$ cat config.mk
export PLATFORM = sky130hd
export DESIGN_NAME = video_pattern_generator_ycbcr
export DESIGN_NICKNAME = d
export VERILOG_FILES = /design/src/rtl/video_pattern_generator_ycbcr.sv
export SDC_FILE = /design/constraint.sdc
export NUM_CORES = 1
export LEC_CHECK = 0
export BUFFER_PORTS_ARGS = -buffer_cell sky130_fd_sc_hd__clkbuf_2
export CORE_ASPECT_RATIO = 1.2
export CORE_UTILIZATION = 60
export DETAILED_ROUTE_END_ITERATION = 6
export PLACE_DENSITY = 0.79
export SETUP_SLACK_MARGIN = 0.02
export SLEW_MARGIN = 20
export SYNTH_ARGS = -nofsm -noshare
export SYNTH_HDL_FRONTEND = slang
export SYNTH_SLANG_ARGS = --single-unit
$ cat constraint.sdc
create_clock -name clk_25_mhz -period 6.3 [get_ports clk_25_mhz]
set_clock_uncertainty 0.2 [all_clocks]
set_input_delay 0.945 -clock clk_25_mhz [delete_from_list [all_inputs] [get_ports clk_25_mhz]]
set_output_delay 0.945 -clock clk_25_mhz [all_outputs]
set_load 0.05 [all_outputs]
$ cat src/rtl/video_pattern_generator_ycbcr.sv
// video_pattern_generator_ycbcr: raster-timed YCbCr 4:2:2 test-pattern source
// with colour bars, luma ramp, checkerboard and a moving bar.
module video_pattern_generator_ycbcr #(
    parameter int H_ACTIVE = 640,
    parameter int V_ACTIVE = 480,
    parameter int H_TOTAL  = 2000,
    parameter int V_TOTAL  = 500,
    parameter int H_START  = 128,
    parameter int V_START  = 16,
    parameter int DATA_W   = 8
) (
    input  logic                clk_25_mhz,
    input  logic                reset,
    input  logic                enable,
    input  logic [1:0]          mode,
    output logic                video_valid,
    output logic [2*DATA_W-1:0] video_data,
    output logic                video_sof,
    output logic                video_eof,
    output logic [7:0]          frame_cnt
);
    localparam int SH = DATA_W - 8;
    localparam logic [15:0] H_LAST   = 16'(H_TOTAL - 1);
    localparam logic [15:0] V_LAST   = 16'(V_TOTAL - 1);
    localparam logic [15:0] HS       = 16'(H_START);
    localparam logic [15:0] HE       = 16'(H_START + H_ACTIVE);
    localparam logic [15:0] VS       = 16'(V_START);
    localparam logic [15:0] VE       = 16'(V_START + V_ACTIVE);
    localparam logic [15:0] X_LAST   = 16'(H_ACTIVE - 1);
    localparam logic [15:0] Y_LAST   = 16'(V_ACTIVE - 1);
    localparam logic [15:0] BAR_LAST = 16'(H_ACTIVE / 8 - 1);
    localparam logic [15:0] HA       = 16'(H_ACTIVE);
    // {Y, Cb, Cr}: white, yellow, cyan, green, magenta, red, blue, black
    localparam logic [23:0] BAR_LUT [8] = '{
        24'hEB8080, 24'hD21092, 24'hAAA610, 24'h913622,
        24'h6ACADE, 24'h515AF0, 24'h29F06E, 24'h108080
    };

    typedef enum logic {IDLE, RUN} state_t;
    typedef logic [DATA_W-1:0] comp_t;

    state_t      state, state_n;
    logic [15:0] h, v, h_n, v_n, x, y, bar_pos, bar_p;
    logic [2:0]  bar_idx;
    logic [1:0]  mode_q;
    logic        act_rows, act, run;
    logic [23:0] bar;
    logic [7:0]  luma, cb, cr;

    always_ff @(posedge clk_25_mhz) state <= reset ? IDLE : state_n;

    always_comb begin
        act_rows = v >= VS && v < VE;
        state_n  = state == IDLE ? (enable ? RUN : IDLE) : (!enable && !act_rows ? IDLE : RUN);
        run      = state == RUN && state_n == RUN;
        h_n      = !run || h == H_LAST ? '0 : h + 16'd1;
        v_n      = !run ? '0 : h != H_LAST ? v : v == V_LAST ? '0 : v + 16'd1;
        x        = h - HS;
        y        = v - VS;
        act      = state == RUN && act_rows && h >= HS && h < HE;
        bar      = BAR_LUT[bar_idx];
        luma     = mode_q == 2'd0 ? bar[23:16] :
                   mode_q == 2'd1 ? x[7:0] :
                   mode_q == 2'd2 ? (x[5] ^ y[5] ? 8'd235 : 8'd16) :
                   (x >= bar_p && x < bar_p + 16'd16 ? 8'd235 : 8'd16);
        cb       = mode_q == 2'd0 ? bar[15:8] : 8'd128;
        cr       = mode_q == 2'd0 ? bar[7:0] : 8'd128;
    end

    always_ff @(posedge clk_25_mhz) begin
        if (reset) begin
            h           <= '0;
            v           <= '0;
            mode_q      <= '0;
            bar_p       <= '0;
            bar_pos     <= '0;
            bar_idx     <= '0;
            frame_cnt   <= '0;
            video_valid <= 1'b0;
            video_data  <= '0;
            video_sof   <= 1'b0;
            video_eof   <= 1'b0;
        end else begin
            h <= h_n;
            v <= v_n;
            if (h == '0 && v == '0) begin
                mode_q <= mode;
                bar_p  <= {5'd0, frame_cnt, 3'd0} % HA;
            end
            // bar position tracks the pixel that h_n will present, restarting at x=0
            bar_pos <= h_n == HS || bar_pos == BAR_LAST ? '0 : bar_pos + 16'd1;
            if (h_n == HS)
                bar_idx <= '0;
            else if (bar_pos == BAR_LAST)
                bar_idx <= bar_idx + 3'd1;
            video_valid <= act;
            video_data  <= act ? {comp_t'(luma) << SH, comp_t'(x[0] ? cr : cb) << SH} : '0;
            video_sof   <= act && x == '0 && y == '0;
            video_eof   <= act && x == X_LAST && y == Y_LAST;
            if (video_eof)
                frame_cnt <= frame_cnt + 8'd1;
        end
    end
endmodule

==> results of run 1 <==
-- cells by family after synthesis --
logic type,count (synthesis)
AO/OA/AOI/OAI,66
XOR/XNOR,74
adder cells (fa/ha/maj),50
buffers and inverters,79
flip-flops,93
multiplexers,16
other,1
AND/OR/NAND/NOR,272
-- placed cells by master (no fill, tap or decap), drive strengths merged, types with 2 or more instances in the layout --
master,n
dfxtp,93
nor2,85
xnor2,54
ha,50
inv,45
nor3,44
nand2,40
clkbuf,40
nand3,21
xor2,20
a21oi,17
nand4,17
nor4,16
and3,15
mux2i,13
o21ai,11
nand2b,10
nor2b,6
a221oi,6
a211oi,6
and4,4
o22ai,4
or3,3
a31oi,3
o211ai,3
o2111ai,3
clkinv,3
or4,2
nor4b,2
or2,2
a21o,2
a2111oi,2
mux4,2
-- metrics by stage --
stage | worst slack, ps | total power, mW | utilization [%]
final | 2669 | 0.9772 | 65.00
after global routing | 2370 | 1.008 | 65.00
after CTS | 2681 | 0.9793 | 65.00
after detailed placement | 2704 | 0.6319 | 63.17
after global placement | 2872 | 0.6309 | 63.17
after floorplan | 3313 | 0.6266 | -
-- tightest hold or removal path: cells and delay by family, from the launching register on --
kind	cells	cell delay (ps)
buf+inv	1	100
flops	1	310
simple gates	1	60
-- layer usage --
layer | vias up | GRT usage (%) | routed length [µm]
met3 | 25 | 5.081 | 437
met5 | - | 0 | 0
li1 | 2247 | - | -
met4 | 0 | 11.34 | 241
met1 | 2164 | 33.35 | 5177
met2 | 104 | 45.73 | 6060
-- flip-flops by register name, summed over array words and instances (netlist names) --
name and flops:
video_data 15, mode_q 2, v 16, video_eof 1, video_valid 1, bar_idx 3
state 1, video_sof 1, h 16, frame_cnt 8, bar_p 13, bar_pos 16
-- final cells by class --
type	instances	area [µm²]	share of cell area, %
repair buffers	31	157.7	2.699
well taps	120	150.1	2.571
inverters	45	168.9	2.892
multi-input cells	479	3338	57.16
clock inverters	4	26.28	0.4499
flip-flops and latches	93	1862	31.88
clock buffers	10	137.6	2.356
-- worst min path at each step --
stage,to,startpoint,slack [ps],cells past startpoint
floorplan,bar_pos[0]$_SDFF_PP0_,bar_pos[0]$_SDFF_PP0_,260,1
global placement,bar_p[8]$_SDFFE_PP0P_,bar_p[8]$_SDFFE_PP0P_,280,2
detailed placement,bar_p[8]$_SDFFE_PP0P_,bar_p[8]$_SDFFE_PP0P_,300,2
CTS,bar_p[8]$_SDFFE_PP0P_,bar_p[8]$_SDFFE_PP0P_,320,2
global route,bar_p[15]$_SDFFE_PP0P_,bar_p[15]$_SDFFE_PP0P_,350,2
finish,bar_p[15]$_SDFFE_PP0P_,bar_p[15]$_SDFFE_PP0P_,310,2
-- power breakdown --
group	internal (mW)	leakage (nW)	switching, mW
logic	0.00819	1.31	0.0150
clock network	0.149	0.0840	0.210
registers	0.590	0.750	0.00480
==> impl_summary.txt, run 1 <==
----------------------------------------------------
[Yosys]
  Total standard cell area after synthesis ... 0.005535 mm²
  Combinational family with the most area after synthesis ... simple AND/OR/NAND/NOR gates
  Post-synth top area share ... 33.63%
  Compound-Gate Fraction of Synth Area ... 8.228%
  Number of synthesized flops with an enable pin ... 0
  Yosys warning count ... 0
  Number of instances in the synthesized netlist ... 651
  Distinct cell type count after synthesis ... 58
  Post-synthesis share of cell area spent on xor and xnor gates ... 11.71%
  Async S/R FF share, synth ... 0%
  Adder-cell area share of the yosys netlist ... 11.30%
  Cell with the most instances after synthesis ... sky130_fd_sc_hd__dfxtp_1
  Top FF cell, synth ... sky130_fd_sc_hd__dfxtp_1
  Top post-synthesis cells by count ... 93 x sky130_fd_sc_hd__dfxtp_1, 85 x sky130_fd_sc_hd__nor2_1, 54 x sky130_fd_sc_hd__xnor2_1
  Post-synthesis sequential area ratio ... 33.63%
  Leading post-synthesis cells by cell area ... sky130_fd_sc_hd__dfxtp_1 34%, sky130_fd_sc_hd__ha_1 11%, sky130_fd_sc_hd__xnor2_1 8.5%
  Synth Net Count ... 706
  Top cell type by total area after synthesis ... sky130_fd_sc_hd__dfxtp_1
  Mean Syn Cell Area ... 8.503 µm²
  Register bit total from synthesis ... 93
  Simple logic cell fraction of the synthesized area ... 25.63%
  Mux cell area share after synthesis ... 3.368%

[CTS]
  Clock H-tree levels ... 3
  Insertion delay to the later sink of the worst-skew pair ... 370 ps
  Hold-fix buffer count after cts ... 0
  Number of instances resized during post-cts repair ... 0
  Clock net sink count ... 93
  Post-CTS setup buffers ... 0
  TritonCTS clock tree ... done
  CTS root buf ... sky130_fd_sc_hd__clkbuf_8
  Total clock buffers created by CTS ... 9
  CTS clock-pin slew for the worst setup and hold paths ... 90 ps
  Max clock buf depth ... 2

[STA]
  Setup_tns ... 0 ps
  Final Hold Fails ... 0
  Max Slew Vio Count ... 0
  Highest achievable clock rate ... 275.4 MHz
  Share of the clock period used by the worst path after layout ... 57.64%
  Worst max-slew margin expressed relative to the limit ... 29.30%
  Final setup fails ... 0
  Transition time of the tightest slew-check pin ... 1053 ps
  Minimum clock period after layout ... 3631 ps
  Setup repair after global routing missed its margin ... no
  Hold Slack ... 313.1 ps

[Die]
  Height of the die ... 107.2 µm
  Horizontal die dimension ... 89.68 µm
  Die Footprint ... 0.009615 mm²
  Placement Rows ... 38
  Initial cell density of the core ... 61.60%
  Core Box Area ... 0.008986 mm²
  Boundary pin count ... 32

[Critical path]
  CP Buf/Inv Count ... 0
  Setup crit start ... h[0]$_SDFF_PP0_
  Cell with the largest stage delay on the worst path ... sky130_fd_sc_hd__nor4_4
  Worst path depth ... 6
  CP Cell Sequence ... ha_1, nand4_1, nor3_1, a21oi_1, nor4_4, a2111oi_0
  Start of the worst register-to-register path ... h[0]$_SDFF_PP0_
  R2r setup slk ... 2670 ps
  Endpoint of the most critical setup path ... bar_idx[2]$_SDFFE_PP0P_
  Type of the worst setup path ... flop to flop
  Crit-path max FO ... 19
  Critical path arrival ... 3630 ps
  Required arrival time at the worst endpoint ... 6300 ps
  Destination of the worst register-to-register timing path ... bar_idx[2]$_SDFFE_PP0P_
  Category of cells accounting for the largest share of critical-path delay ... simple AND/OR/NAND/NOR gates
  CP max stage delay ... 950 ps
  Worst setup SP type ... flop
  Endpoint type of the worst setup path ... flop
  Depth of the worst register-to-register path ... 6

[GRT]
  Initial antenna violation count ... 0
  Largest net degree at the start of global routing ... 41
  Number of global-route vias before repair ... 4492
  First-pass GRT wire length ... 20.36 mm
  Global-route congestion overflow total ... 0
  Overall fraction of global-route tracks in use ... 27.16%

[Detailed routing]
  Routed vias/inst ... 5.806
  Total iterations of the first detailed-routing run ... 5
  Total Routed Length ... 11.92 mm
  Overall via count from detail_route ... 4540
  DRC marker count from the first detailed-route iteration ... 190
  Count of unresolved DRC violations after routing ... 0
  Antenna viol nets, final ... 0
  Per-cell routed wire length ... 15.24 µm

[Power and ir drop]
  Worst supply voltage drop on vdd ... 0.0001487 V
  Reported leakage power ... 2.148 nW
  Ratio of total power to cell area ... 167.3 mW/mm²

[Final layout]
  Number of standard cells in the layout, taps in and fillers out ... 782
  Signed area change from the synthesized netlist to the final layout ... 5.515%
  Filler Cells Inserted ... 750
  Fraction of layout cells with a size suffix above 1 ... 9.366%
  Diode insertion count for antenna repair ... 0
  Post-layout nets ... 714
  Final cell area excluding filler cells ... 0.005841 mm²

[Worst hold path]
  Worst Hold Class ... flop to flop

[Place]
  Count of input and output buffers ... 30
  HPWL after detailed placement ... 8.952 mm
  Post-placement cell count ... 768
  Placement-stage cell area ... 0.005677 mm²
  Weighted congestion at the end of routability-driven global placement ... 0.8489

[Run]
  Max Cap Viol ... 0

[Outcome]
  Run status ... complete, no violations

----------------------------------------------------
Power figures use the tool's default switching activity.
==> run 2: changes to the inputs <==
- ABC_AREA: not set -> 1
- CORE_UTILIZATION: 60 -> 56
- PLACE_DENSITY: 0.79 -> 0.77
- clock period: 6.3 -> 3 ns (I/O delays scaled with it)
==> run 2 against run 1 <==
Setup slack got worse by 2500 ps. Final cell count increased by 29%. Sequential power rose by 110%. Via count increased by 21%. Die area up 18%. Worst hold slack worse by 180 ps. Clock power grew to 3.1 times the previous value. Clock-buffer cell count decreased by 1. Area after synthesis increased by 10%. Largest cell class unchanged.
==> impl_summary.txt, run 2 <==
----------------------------------------------------
[CTS]
  Max clock buf depth ... 2 (unchanged)
  Total clock buffers created by CTS ... 9 (unchanged)
  Clock H-tree levels ... 3 (unchanged)
  TritonCTS clock tree ... done
  Clock net sink count ... 93 (unchanged)
  CTS clock-pin slew for the worst setup and hold paths ... 70 ps (-20 ps)
  Insertion delay to the later sink of the worst-skew pair ... 350 ps (-20 ps)
  CTS root buf ... sky130_fd_sc_hd__clkbuf_16
  Hold-fix buffer count after cts ... 0 (unchanged)

[STA]
  Final setup fails ... 0 (unchanged)
  Final Hold Fails ... 0 (unchanged)
  Share of the clock period used by the worst path after layout ... 94.19% (+37 points)
  Highest achievable clock rate ... 353.9 MHz (+29%)
  Worst max-slew margin expressed relative to the limit ... 53.89% (+25 points)
  Transition time of the tightest slew-check pin ... 687.1 ps (-365.4 ps)
  Max Slew Vio Count ... 0 (unchanged)
  Hold Slack ... 129.3 ps (-183.8 ps)
  Final Worst Setup Slack ... 174.3 ps (-2494 ps)
  Minimum clock period after layout ... 2826 ps (-805.7 ps)

[GRT]
  Largest net degree at the start of global routing ... 22 (-46%)
  Initial antenna violation count ... 0 (unchanged)
  Overall fraction of global-route tracks in use ... 25.45% (-1.7 points)
  First-pass GRT wire length ... 23.30 mm (+14%)
  Global-route congestion overflow total ... 0 (unchanged)
  Number of global-route vias before repair ... 5108 (+14%)

[Yosys]
  Top post-synthesis cells by count ... 142 x sky130_fd_sc_hd__nand2_1, 107 x sky130_fd_sc_hd__inv_1, 93 x sky130_fd_sc_hd__dfxtp_1
  Mean Syn Cell Area ... 7.253 µm² (-15%)
  Post-synthesis sequential area ratio ... 30.52% (-3.1 points)
  Synth Net Count ... 896 (+27%)
  Post-synth top area share ... 30.52% (-3.1 points)
  Top FF cell, synth ... sky130_fd_sc_hd__dfxtp_1
  Number of instances in the synthesized netlist ... 841 (+29%)
  Number of synthesized flops with an enable pin ... 0 (unchanged)
  Top cell type by total area after synthesis ... sky130_fd_sc_hd__dfxtp_1
  Async S/R FF share, synth ... 0% (unchanged)
  Leading post-synthesis cells by cell area ... sky130_fd_sc_hd__dfxtp_1 31%, sky130_fd_sc_hd__ha_1 10%, sky130_fd_sc_hd__nand2_1 8.7%
  Total standard cell area after synthesis ... 0.006100 mm² (+10%)
  Register bit total from synthesis ... 93 (unchanged)
  Cell with the most instances after synthesis ... sky130_fd_sc_hd__nand2_1
  Yosys warning count ... 0 (unchanged)
  Distinct cell type count after synthesis ... 49 (-16%)

[Die]
  Horizontal die dimension ... 97.27 µm (+8.5%)
  Boundary pin count ... 32 (unchanged)
  Initial cell density of the core ... 57.72% (-3.9 points)
  Die Footprint ... 0.01131 mm² (+18%)
  Height of the die ... 116.3 µm (+8.5%)
  Core Box Area ... 0.01057 mm² (+18%)
  Placement Rows ... 41 (+7.9%)

[Final layout]
  Fraction of layout cells with a size suffix above 1 ... 16.99% (+7.6 points)
  Post-layout nets ... 933 (+31%)
  Signed area change from the synthesized netlist to the final layout ... 11.16%
  Most frequent cells in the layout ... 141 x sky130_fd_sc_hd__nand2_1, 105 x sky130_fd_sc_hd__inv_1, 89 x sky130_fd_sc_hd__dfxtp_1
  Diode insertion count for antenna repair ... 0 (unchanged)
  Largest regs ... bar_pos (16), h (16), v (16)
  Commonest non-fill, non-tap cell in the layout ... sky130_fd_sc_hd__nand2_1

[Place]
  HPWL after detailed placement ... 10.73 mm (+20%)
  Count of input and output buffers ... 30 (unchanged)
  Pre-CTS worst setup slack ... 10.24 ps (-2694 ps)
  Weighted congestion at the end of routability-driven global placement ... 0.9206 (+8.4%)

[Detailed routing]
  DRC marker count from the first detailed-route iteration ... 239 (+26%)
  Antenna viol nets, final ... 0 (unchanged)
  Total iterations of the first detailed-routing run ... 5 (unchanged)
  Count of unresolved DRC violations after routing ... 0 (unchanged)
  Overall via count from detail_route ... 5499 (+21%)
  Routed vias/inst ... 5.434 (-6.4%)
  Per-cell routed wire length ... 13.90 µm (-8.8%)
  Total Routed Length ... 14.06 mm (+18%)

[Run]
  Max Cap Viol ... 0 (unchanged)

[Power and ir drop]
  Reported leakage power ... 2.875 nW (+34%)
  Ratio of total power to cell area ... 361.5 mW/mm² (+120%)
  Worst supply voltage drop on vdd ... 0.0002412 V (+62%)

[Critical path]
  Destination of the worst register-to-register timing path ... video_data[13]$_SDFF_PP0_
  Required arrival time at the worst endpoint ... 3070 ps (-3230 ps)
  Endpoint type of the worst setup path ... flop
  Crit-path max FO ... 7 (-12)
  Critical path arrival ... 2890 ps (-740 ps)
  Depth of the worst register-to-register path ... 17 (+11)
  Worst setup SP type ... flop
  Start of the worst register-to-register path ... bar_p[6]$_SDFFE_PP0P_
  R2r setup slk ... 170 ps (-2490 ps)
  Type of the worst setup path ... flop to flop

[Worst hold path]
  Worst hold stages ... 3 (+1)
  Worst Hold Launch ... mode[0]
  Worst Hold Class ... primary input to flop
  End point of the most critical hold path ... mode_q[0]$_SDFFE_PP0P_

[Outcome]
  Run status ... complete, no violations

----------------------------------------------------
## run 2: cell count changes after synthesis, moves of 25 or more
cell,change
sky130_fd_sc_hd__inv_1,+62
sky130_fd_sc_hd__nand2_1,+102
sky130_fd_sc_hd__nand3_1,+25
sky130_fd_sc_hd__xnor2_1,-45
sky130_fd_sc_hd__a21oi_1,+25
## run 2: cells by family (layout without fill, tap and decap cells)
group	after synthesis	count (layout)	share of synthesized area (%)
AO/OA/AOI/OAI	92	92	8.677
XOR/XNOR	45	45	6.462
adder cells (fa/ha/maj)	50	50	10.26
buffers and inverters	140	182	9.354
flip-flops	93	93	30.52
multiplexers	1	1	0.1846
other	1	1	0.06148
AND/OR/NAND/NOR	419	419	34.48
## run 2: how the worst max path moves through the flow
stage,from,end,slack (ps),cells after the start
after global placement,bar_p[4]$_SDFFE_PP0P_,video_data[15]$_SDFF_PP0_,150,17
after floorplan,bar_p[4]$_SDFFE_PP0P_,video_data[11]$_SDFF_PP0_,350,17
after detailed placement,bar_p[4]$_SDFFE_PP0P_,video_data[13]$_SDFF_PP0_,10,17
final,bar_p[6]$_SDFFE_PP0P_,video_data[13]$_SDFF_PP0_,170,17
after CTS,bar_p[4]$_SDFFE_PP0P_,video_data[13]$_SDFF_PP0_,40,17
after global routing,bar_p[6]$_SDFFE_PP0P_,video_data[14]$_SDFF_PP0_,-30,17
## run 2: report_power, final
part | internal (mW) | switching [mW]
Clock | 0.574 | 0.523
Combinational | 0.0317 | 0.0738
Sequential | 1.24 | 0.00731
## run 2: critical path: stages (launching register included)
cell and delay (ps):
sky130_fd_sc_hd__dfxtp_2 340, sky130_fd_sc_hd__inv_2 50, sky130_fd_sc_hd__nor3_4 210, sky130_fd_sc_hd__nand3_2 140, sky130_fd_sc_hd__nor2_4 120, sky130_fd_sc_hd__nand2_2 80, sky130_fd_sc_hd__nor3_2 180, sky130_fd_sc_hd__xor2_1 170
sky130_fd_sc_hd__ha_1 270, sky130_fd_sc_hd__nand2_1 100, sky130_fd_sc_hd__inv_1 70, sky130_fd_sc_hd__nand2_1 70, sky130_fd_sc_hd__nand3_1 90, sky130_fd_sc_hd__a31oi_2 210, sky130_fd_sc_hd__nand3_4 160, sky130_fd_sc_hd__nand3_2 90
sky130_fd_sc_hd__nand2_1 50, sky130_fd_sc_hd__a21oi_1 130
## run 2: area by class of cell
class                   count  area, µm²
clock inverters             7      57.56
flip-flops and latches     93       1867
multi-input cells         608       3756
inverters                 122      457.9
well taps                 129      161.4
repair buffers             44      255.2
fillers                   985       3787
clock buffers               9      225.2
## run 2: stage by stage
stage                     utilization [%]  power [mW]  area (µm²)  instances  TNS (ps)
after CTS                           63.25       2.464        6684       1011         0
after global placement              60.53       1.378        6396        995         0
after global routing                64.16       2.531        6780       1012    -54.44
final                               64.16       2.451        6780       1012         0
after floorplan                         -       1.355        6100        841         0
after detailed placement            60.53       1.379        6396        995         0
## run 2: timing repair
| item | 4_1_cts | 5_1_grt |
|---|---|---|
| buffers inserted | 0 | 1 |
| gates cloned | 0 | 0 |
| resized for setup | 1 | 23 |
| endpoints found under the setup margin | 7 | 7 |
| endpoints found under the hold margin | 0 | 0 |
| pin swaps | 0 | 6 |
## run 2: layer usage
metal / vias to the layer above / global-route usage (%) / part of all wire (%) / wire length, µm
li1: 2827 / - / - / -
met1: 2488 / 30.72 / 44 / 6248
met2: 145 / 44.74 / 48 / 6798
met3: 39 / 4.369 / 3.9 / 552
met4: 0 / 11.57 / 3.3 / 464
met5: - / 0 / 0 / 0
==> run 3: changes to the inputs <==
- ABC_AREA: 1 -> not set
==> run 3 against run 2 <==
Largest power group unchanged. First-iteration DRC count down 35%. Design area fell by 6.9%. Largest cell class unchanged. Clock power down 5%. Core utilization is 1.9 points higher. Critical path type unchanged. Routed wire length shrank 10%.
==> impl_summary.txt, run 3 (same netlist as run 1, synthesis figures left out) <==
----------------------------------------------------
[Final layout]
  Signed area change from the synthesized netlist to the final layout ... 14.08%
  Fraction of layout cells with a size suffix above 1 ... 17.29% (+0.30 points)
  Most frequent cells in the layout ... 91 x sky130_fd_sc_hd__dfxtp_1, 85 x sky130_fd_sc_hd__nor2_1, 52 x sky130_fd_sc_hd__xnor2_1
  Commonest non-fill, non-tap cell in the layout ... sky130_fd_sc_hd__dfxtp_1
  Post-layout nets ... 744 (-20%)
  Diode insertion count for antenna repair ... 0 (unchanged)
  Largest regs ... bar_pos (16), h (16), v (16)
  Final cell area excluding filler cells ... 0.006315 mm² (-6.9%)

[Detailed routing]
  Total iterations of the first detailed-routing run ... 5 (unchanged)
  DRC marker count from the first detailed-route iteration ... 156 (-35%)
  Overall via count from detail_route ... 4684 (-15%)
  Total Routed Length ... 12.64 mm (-10%)
  Per-cell routed wire length ... 15.47 µm (+11%)
  Count of unresolved DRC violations after routing ... 0 (unchanged)
  Routed vias/inst ... 5.733 (+5.5%)
  Antenna viol nets, final ... 0 (unchanged)

[CTS]
  CTS root buf ... sky130_fd_sc_hd__clkbuf_16
  Max clock buf depth ... 2 (unchanged)
  Insertion delay to the later sink of the worst-skew pair ... 350 ps (about the same)
  Clock net sink count ... 93 (unchanged)
  TritonCTS clock tree ... done
  Clock H-tree levels ... 3 (unchanged)
  CTS clock-pin slew for the worst setup and hold paths ... 70 ps (about the same)
  Hold-fix buffer count after cts ... 0 (unchanged)
  Total clock buffers created by CTS ... 9 (unchanged)

[Critical path]
  CP max stage delay ... 380 ps (+40 ps)
  Crit-path max FO ... 6 (-1)
  Required arrival time at the worst endpoint ... 3030 ps (-40 ps)
  CP Cell Sequence ... nor3_4, nand3_2, or3_4, xnor2_2, ha_1, nand4_1, nor3_2, nand2_1, o211ai_1, buf_4, a21oi_4, a221oi_1
  R2r setup slk ... 30 ps (-150 ps)
  Depth of the worst register-to-register path ... 12 (-5)
  Cell with the largest stage delay on the worst path ... sky130_fd_sc_hd__dfxtp_1
  Endpoint type of the worst setup path ... flop
  Type of the worst setup path ... flop to flop
  Worst setup SP type ... flop
  Start of the worst register-to-register path ... h[9]$_SDFF_PP0_
  Destination of the worst register-to-register timing path ... video_data[8]$_SDFF_PP0_
  Critical path arrival ... 3010 ps (+120 ps)

[STA]
  Transition time of the tightest slew-check pin ... 622.5 ps (-64.58 ps)
  Share of the clock period used by the worst path after layout ... 99.15% (+5.0 points)
  Worst max-slew margin expressed relative to the limit ... 58.12% (+4.2 points)
  Final setup fails ... 0 (unchanged)
  Final Hold Fails ... 0 (unchanged)
  Final Worst Setup Slack ... 25.45 ps (-148.8 ps)
  Setup repair after global routing missed its margin ... yes
  Minimum clock period after layout ... 2975 ps (+148.8 ps)
  Highest achievable clock rate ... 336.2 MHz (-5.0%)
  Max Slew Vio Count ... 0 (unchanged)

[Place]
  HPWL after detailed placement ... 9.332 mm (-13%)
  Placement-stage cell area ... 0.005843 mm² (-8.6%)
  Count of input and output buffers ... 30 (unchanged)
  Pre-CTS worst setup slack ... -67.28 ps (-77.52 ps)
  Weighted congestion at the end of routability-driven global placement ... 0.9249 (+0.47%)

[GRT]
  Overall fraction of global-route tracks in use ... 25.49% (+0.046 points)
  First-pass GRT wire length ... 20.93 mm (-10%)
  Initial antenna violation count ... 0 (unchanged)
  Largest net degree at the start of global routing ... 40 (+82%)
  Number of global-route vias before repair ... 4552 (-11%)
  Global-route congestion overflow total ... 0 (unchanged)

[Die]
  Initial cell density of the core ... 57.88% (+0.16 points)
  Core Box Area ... 0.009564 mm² (-9.5%)
  Horizontal die dimension ... 92.76 µm (-4.6%)
  Die Footprint ... 0.01029 mm² (-9.1%)
  Height of the die ... 110.9 µm (-4.7%)
  Boundary pin count ... 32 (unchanged)
  Placement Rows ... 39 (-4.9%)

[Run]
  Max Cap Viol ... 0 (unchanged)

[Worst hold path]
  End point of the most critical hold path ... state$_SDFF_PP0_
  Worst Hold Launch ... enable
  Worst hold stages ... 3 (unchanged)
  Worst Hold Class ... primary input to flop

[Power and ir drop]
  Ratio of total power to cell area ... 372.5 mW/mm² (+3.0%)
  Worst supply voltage drop on vdd ... 0.0003325 V (+38%)
  Reported leakage power ... 2.387 nW (-17%)

[Outcome]
  Run status ... complete, no violations

----------------------------------------------------
## run 3: changes by cell type in the layout (fill, tap and decap cells not counted), moves of 13 or more
cell / before / now
sky130_fd_sc_hd__nor2_2: 14 / 0
sky130_fd_sc_hd__nor2_4: 17 / 0
sky130_fd_sc_hd__xor2_1: 36 / 20
sky130_fd_sc_hd__inv_1: 105 / 43
sky130_fd_sc_hd__xnor2_1: 8 / 52
sky130_fd_sc_hd__nand2_1: 141 / 39
sky130_fd_sc_hd__mux2i_1: 0 / 13
sky130_fd_sc_hd__and3_1: 0 / 14
sky130_fd_sc_hd__buf_4: 14 / 31
sky130_fd_sc_hd__nand3_1: 40 / 20
sky130_fd_sc_hd__a21oi_1: 41 / 15
## run 3: layout make-up
class | count | area [µm²]
Clock buffer | 11 | 232.7
Clock inverter | 5 | 36.28
Fill cell | 757 | 3249
Inverter | 45 | 168.9
Multi-Input combinational cell | 479 | 3476
Sequential cell | 93 | 1864
Tap cell | 123 | 153.9
Timing Repair Buffer | 61 | 382.9
## run 3: metrics by stage
step	std cells	hold WS, ps	setup TNS (ps)	utilization (%)	power, mW
finish	817	146.2	0	66.03	2.352
global placement	792	269.2	0	61.09	1.327
CTS	808	142.3	0	64.00	2.368
detailed placement	792	276.2	-180.4	61.09	1.329
floorplan	651	257.5	0	-	1.316
global route	817	153.8	-196.5	66.03	2.433
## run 3: routing by layer
| metal | GRT usage (%) | vias up | wire [µm] |
|---|---|---|---|
| met4 | 11.28 | 0 | 327 |
| li1 | - | 2325 | - |
| met2 | 44.41 | 94 | 6560 |
| met1 | 29.73 | 2234 | 5373 |
| met3 | 5.144 | 31 | 375 |
| met5 | 0 | - | 0 |
## run 3: where the power goes
group	switching (mW)	internal, mW	total, mW
sequential	0.00848	1.24	1.25
clock	0.482	0.565	1.05
combinational	0.0357	0.0198	0.0555
## run 3: worst max path at each step
stage                                startpoint                   endpoint  slack, ps
after global routing      bar_p[7]$_SDFFE_PP0P_   video_data[8]$_SDFF_PP0_       -120
after CTS                 bar_p[6]$_SDFFE_PP0P_   video_data[9]$_SDFF_PP0_         20
after detailed placement  bar_p[6]$_SDFFE_PP0P_  video_data[14]$_SDFF_PP0_        -70
after floorplan                h[10]$_SDFF_PP0_  video_data[14]$_SDFF_PP0_         60
final                           h[9]$_SDFF_PP0_   video_data[8]$_SDFF_PP0_         30
after global placement    bar_p[6]$_SDFFE_PP0P_  video_data[14]$_SDFF_PP0_         50
## run 3: repair_timing
action	CTS	global route
endpoints found under the setup margin	6	25
cloned	0	0
pin swaps	0	14
gates resized for setup	2	28
setup buffers	0	9
## run 3: worst max-delay path, delay by kind of cell (launching register included)
| kind | cells | cell delay (ps) |
|---|---|---|
| xor gates and xnor gates | 1 | 150 |
| DFF | 1 | 380 |
| adders and majority gates | 1 | 320 |
| and+or+nand+nor | 6 | 1060 |
| buffers and inverters | 1 | 150 |
| AOI/OAI and AO/OA | 3 | 590 |
